`src/rtl/shift_normalizer_8_pkg.sv`:
```
// Purpose : shared types and constants for the shift normalizer slice.
// Latency : n/a (package only).
// Backpressure: n/a (package only).
// Contents: FSM state enum, default WIDTH/AMT_W, direction encodings.
package shift_normalizer_8_pkg;

    // Default geometry: AMT_W must equal log2(WIDTH).
    localparam int WIDTH_DEF = 8;
    localparam int AMT_W_DEF = 3;

    // Direction encodings: left drives the MSB to 1, right drives the LSB to 1.
    localparam logic DIR_LEFT  = 1'b0;
    localparam logic DIR_RIGHT = 1'b1;

    typedef enum logic [1:0] {
        IDLE  = 2'd0,
        SHIFT = 2'd1,
        DONE  = 2'd2
    } state_t;

endpackage : shift_normalizer_8_pkg

```
`src/rtl/shift_normalizer_8_shift_step_1.sv`:
```
// Purpose : one-position bidirectional logical shift, zero fill, no rotate.
// Latency : combinational (0 cycles).
// Backpressure: none; pure function of d and dir.
// Ports   : d (word in), dir (0 = toward MSB, 1 = toward LSB), q (shifted word).

// Elementary 2:1 mux cell: y = sel ? b : a.
module mux2_cell (
    input  logic a,
    input  logic b,
    input  logic sel,
    output logic y
);

    assign y = sel ? b : a;

endmodule : mux2_cell

module shift_step_1
    import shift_normalizer_8_pkg::*;
#(
    parameter int WIDTH = WIDTH_DEF
) (
    input  logic [WIDTH-1:0] d,
    input  logic             dir,
    output logic [WIDTH-1:0] q
);

    // Candidate source bit for each output position in either direction.
    // The vacated end is filled with zero, so shifts are strictly logical.
    logic [WIDTH-1:0] left_src;
    logic [WIDTH-1:0] right_src;

    assign left_src  = {d[WIDTH-2:0], 1'b0};
    assign right_src = {1'b0, d[WIDTH-1:1]};

    for (genvar i = 0; i < WIDTH; i++) begin : g_bit
        mux2_cell u_mux (
            .a   (left_src[i]),
            .b   (right_src[i]),
            .sel (dir),
            .y   (q[i])
        );
    end

endmodule : shift_step_1

```
`src/rtl/shift_normalizer_8.sv`:
```
// Purpose : sequential normalizer; shifts a word one bit per cycle until the
//           target end bit (MSB for left, LSB for right) is 1.
// Latency : k+1 cycles after accept for k shifts; zero input done on accept.
// Backpressure: result held in DONE until out_ready; in_ready low while busy.
// Ports   : clk/rst_n (sync active-low); in_valid/in_ready/in_data/in_dir
//           request side; out_valid/out_ready/out_data/out_amt/out_zero result.
module shift_normalizer_8
    import shift_normalizer_8_pkg::*;
#(
    parameter int WIDTH = WIDTH_DEF,
    parameter int AMT_W = AMT_W_DEF
) (
    input  logic             clk,
    input  logic             rst_n,
    input  logic             in_valid,
    output logic             in_ready,
    input  logic [WIDTH-1:0] in_data,
    input  logic             in_dir,
    output logic             out_valid,
    input  logic             out_ready,
    output logic [WIDTH-1:0] out_data,
    output logic [AMT_W-1:0] out_amt,
    output logic             out_zero
);

    state_t           state;
    state_t           state_nxt;

    // The working register doubles as the result register: once the target
    // bit is 1 it is simply left alone, so DONE holds it without extra flops.
    logic [WIDTH-1:0] work;
    logic [WIDTH-1:0] work_step;
    logic [AMT_W-1:0] amt;
    logic             zero;
    logic             dir;

    logic             accept;
    logic             target_bit;

    assign in_ready  = (state == IDLE);
    assign out_valid = (state == DONE);
    assign accept    = in_valid && in_ready;

    assign target_bit = (dir == DIR_RIGHT) ? work[0] : work[WIDTH-1];

    assign out_data = work;
    assign out_amt  = amt;
    assign out_zero = zero;

    shift_step_1 #(
        .WIDTH (WIDTH)
    ) u_step (
        .d   (work),
        .dir (dir),
        .q   (work_step)
    );

    // State register.
    always_ff @(posedge clk) begin
        if (!rst_n) begin
            state <= IDLE;
        end else begin
            state <= state_nxt;
        end
    end

    // Next-state logic.
    always_comb begin
        state_nxt = state;
        case (state)
            IDLE: begin
                if (accept) begin
                    // An all-zero word can never reach the target bit, so it
                    // bypasses SHIFT and is reported via out_zero instead.
                    state_nxt = (in_data == '0) ? DONE : SHIFT;
                end
            end
            SHIFT: begin
                if (target_bit) begin
                    state_nxt = DONE;
                end
            end
            DONE: begin
                if (out_ready) begin
                    state_nxt = IDLE;
                end
            end
            default: begin
                state_nxt = IDLE;
            end
        endcase
    end

    // Datapath: loads on accept, steps in SHIFT, otherwise holds.
    // amt cannot wrap: a nonzero word hits the target bit within WIDTH-1 steps.
    always_ff @(posedge clk) begin
        if (!rst_n) begin
            work <= '0;
            amt  <= '0;
            zero <= 1'b0;
            dir  <= DIR_LEFT;
        end else if (accept) begin
            work <= in_data;
            amt  <= '0;
            zero <= (in_data == '0);
            dir  <= in_dir;
        end else if ((state == SHIFT) && !target_bit) begin
            work <= work_step;
            amt  <= amt + AMT_W'(1);
        end
    end

endmodule : shift_normalizer_8
```
`config.mk`:
```
export PLATFORM = sky130hd
export DESIGN_NAME = shift_normalizer_8
export DESIGN_NICKNAME = d
export VERILOG_FILES = /design/src/rtl/shift_normalizer_8_pkg.sv /design/src/rtl/shift_normalizer_8_shift_step_1.sv /design/src/rtl/shift_normalizer_8.sv
export SDC_FILE = /design/constraint.sdc
export NUM_CORES = 1
export LEC_CHECK = 0
export ABC_AREA = 0
export CORE_MARGIN = 8
export CORE_UTILIZATION = 30
export DETAILED_ROUTE_END_ITERATION = 7
export PLACE_DENSITY = 0.56
export SKIP_LAST_GASP = 1
export SYNTH_ARGS = -nofsm -noshare
export SYNTH_HDL_FRONTEND = slang
export SYNTH_HIERARCHICAL = 1
export SYNTH_SLANG_ARGS = --single-unit
```
`constraint.sdc`:
```
create_clock -name clk -period 4.6 [get_ports clk]
set_input_delay 0.92 -clock clk [delete_from_list [all_inputs] [get_ports clk]]
set_output_delay 0.92 -clock clk [all_outputs]
set_load 0.1 [all_outputs]
```
==> impl_metrics.env <==
export IMPL_worst_slew_pin_slew_ns=0.981
export IMPL_critical_path_max_stage_delay_ns=1.17
export IMPL_synth_ff_type="dfxtp_1"
export IMPL_cts_path_max_buffers=2
export IMPL_die_w_um=69.8
export IMPL_synthToLayoutAreaGrowth_pct=34.8
export IMPL_cpLargestDelayFamily="buffers and inverters"
export IMPL_reg2reg_depth=3
export IMPL_grt_setup_unrepaired="false"
export IMPL_setup_viol=0
export IMPL_post_cts_buffers=0
export IMPL_worst_path_max_fanout=9
export IMPL_synthCells=100
export IMPL_worst_path_stages=2
export IMPL_seq_area_frac_synth=0.345
export IMPL_synthesis_area_um2=870
export IMPL_whs_ns=0.483
export IMPL_clock_sinks=15
export IMPL_nNetsFinal=140
export IMPL_start_kind="register"
export IMPL_dp_hpwl_um=1820
export IMPL_synth_avg_cell_area_um2=8.70
export IMPL_max_cap_viol_count=0
export IMPL_grt_util_all_layers=0.100
export IMPL_reg2reg_to="out_data[2]"
export IMPL_crit_arrival_ns=2.17
export IMPL_post_route_min_period_ns=3.09
export IMPL_yosysTopAreaCell="dfxtp_1"
export IMPL_hold_violations=0
export IMPL_insertion_delay_ns=0.29
export IMPL_start_util=0.315
export IMPL_grt_pass1_vias=882
export IMPL_via_count=868
export IMPL_cts_resized=0
export IMPL_grt_max_degree=14
export IMPL_outcome="complete, no violations"
export IMPL_endpoint="out_valid"
export IMPL_antenna_found_initial=0
export IMPL_synthTopCellsByCount="o21ai_0, dfxtp_1, a21oi_1"
export IMPL_maxSlewHeadroom=0.344
export IMPL_synth_area_leaders="dfxtp_1, mux2_4, o21ai_0, a21oi_1, a31oi_1"
export IMPL_route_met3_wl_um=220
export IMPL_maxSlewViolCount=0
export IMPL_synth_most_common_cell="o21ai_0"
export IMPL_cts_inserted_buffers=3
export IMPL_ir_drop_uv=204
export IMPL_htreeDepth=1
export IMPL_wl_per_cell_um=16.3
export IMPL_yosysWarnings=6
export IMPL_fin_skew_ns=0.00140
export IMPL_fmax_ghz=0.324
export IMPL_antenna_cells=0
export IMPL_end_kind="primary output"
export IMPL_yosysTopAreaCellShare=0.345
export IMPL_period_share=0.672
export IMPL_crit_buf_inv=1
export IMPL_power_per_cell_area_nw_per_um2=355
export IMPL_top_layer="met4"
export IMPL_power_mw=0.416
export IMPL_wirelength_um=2540
export IMPL_cp_startpoint="state[1]"
export IMPL_ant_nets=0
export IMPL_path_cells="nor2b_1, clkdlybuf4s50_1"
export IMPL_crit_required_ns=3.68
export IMPL_async_reset_ff_frac=0
export IMPL_wl_met2_um=1110
export IMPL_r2r_slack_ns=2.65
export IMPL_path_clk_slew_ns=0.09
export IMPL_cts_root_buf="clkbuf_4"
export IMPL_viasPerCell=5.56
export IMPL_port_buffers=26
export IMPL_drc_errors=0
export IMPL_core_um2=2760
export IMPL_die_area_um2=4880
export IMPL_grt_first_pass_wirelength_um=4110
export IMPL_dr_pass1_iters=4
export IMPL_critPathKind="reg2out"
export IMPL_drive_above_1_share=0.112
export IMPL_m1WireLength_um=1170
export IMPL_grt_overflow_total=0
export IMPL_cts_tree="done"
export IMPL_p_leak_nw=0.418
export IMPL_r2r_start="dir"
export IMPL_synth_seq_cells=15
export IMPL_hp_class="reg2reg"
export IMPL_die_h_um=69.8
export IMPL_ys_types=26
export IMPL_num_io_pins=27
export IMPL_fin_setup_tns_ns=0
export IMPL_cp_slowest_cell="clkdlybuf4s50_1"
export IMPL_place_gp_congestion=0.778
export IMPL_cts_hold_buf=0
export IMPL_rows=19
export IMPL_drt_iter0_drc=17
export IMPL_synth_edff_count=0
==> registers in the layout, indices dropped and copies added (netlist names) <==
register / cells
out_data: 8
out_zero: 1
dir: 1
out_amt: 3
state: 2
==> layout make-up <==
cell class,count,area (um^2)
Sequential cell,15,300
Fill cell,284,1590
Multi-Input combinational cell,77,536
Clock buffer,4,26.3
Tap cell,31,38.8
Timing Repair Buffer,26,260
Inverter,3,11.3
==> stage by stage <==
step / util / setup slack [ns] / instances / instance area (um^2)
floorplan: - / 1.84 / 101 / 873
finish: 0.425 / 1.51 / 156 / 1170
global route: 0.425 / 1.43 / 156 / 1170
CTS: 0.425 / 1.49 / 156 / 1170
global placement: 0.416 / 1.86 / 152 / 1150
detailed placement: 0.416 / 1.84 / 152 / 1150
==> cell families (layout without fill, tap and decap cells) <==
family	after synthesis	in the layout	share of synthesized area
fa+ha+maj	1	1	0.0144
buf+inv	9	33	0.0432
mux	10	10	0.167
flops	15	15	0.345
other cells	1	2	0.00431
compound gates	44	44	0.294
simple gates	20	20	0.132
==> worst min-delay path: cells and delay by family (launching register included) <==
kind / cells / cell delay (ns)
AO/OA/AOI/OAI: 2 / 0.11
flip-flops: 1 / 0.33
==> placed cells by master, fill, tap and decap left out, drive strengths merged, types with 3 or more instances in the layout <==
cell | netlist | layout
clkdlybuf4s50 | 0 | 26
o21ai | 16 | 16
dfxtp | 15 | 15
a21oi | 10 | 10
mux2 | 9 | 9
a31oi | 8 | 8
nand3 | 4 | 4
nand2 | 4 | 4
clkbuf | 3 | 4
nor2b | 3 | 3
o31ai | 3 | 3
inv | 3 | 3
a21boi | 3 | 3
==> how the worst min path moves through the flow <==
stage,depth (start not counted),from,end
3_5_place_dp,2,out_zero,out_zero
3_3_place_gp,2,out_amt[2],out_amt[2]
4_1_cts,2,out_amt[2],out_amt[2]
6_report,2,out_amt[2],out_amt[2]
2_1_floorplan,3,state[0],out_amt[0]
5_1_grt,2,out_amt[2],out_amt[2]
==> layer usage <==
metal  global-route usage  up-vias
li1                     -      424
met1                0.117      408
met2                0.147       29
met3               0.0558        7
met4               0.0379        0
met5                    0        -
==> where the power goes <==
group,leakage (nW),internal (mW),switching [mW]
combinational,0.279,0.0581,0.121
sequential,0.123,0.141,0.0179
clock,0.0150,0.0337,0.0444
total,0.418,0.233,0.183
No activity file was read; power rests on OpenSTA's default activity.
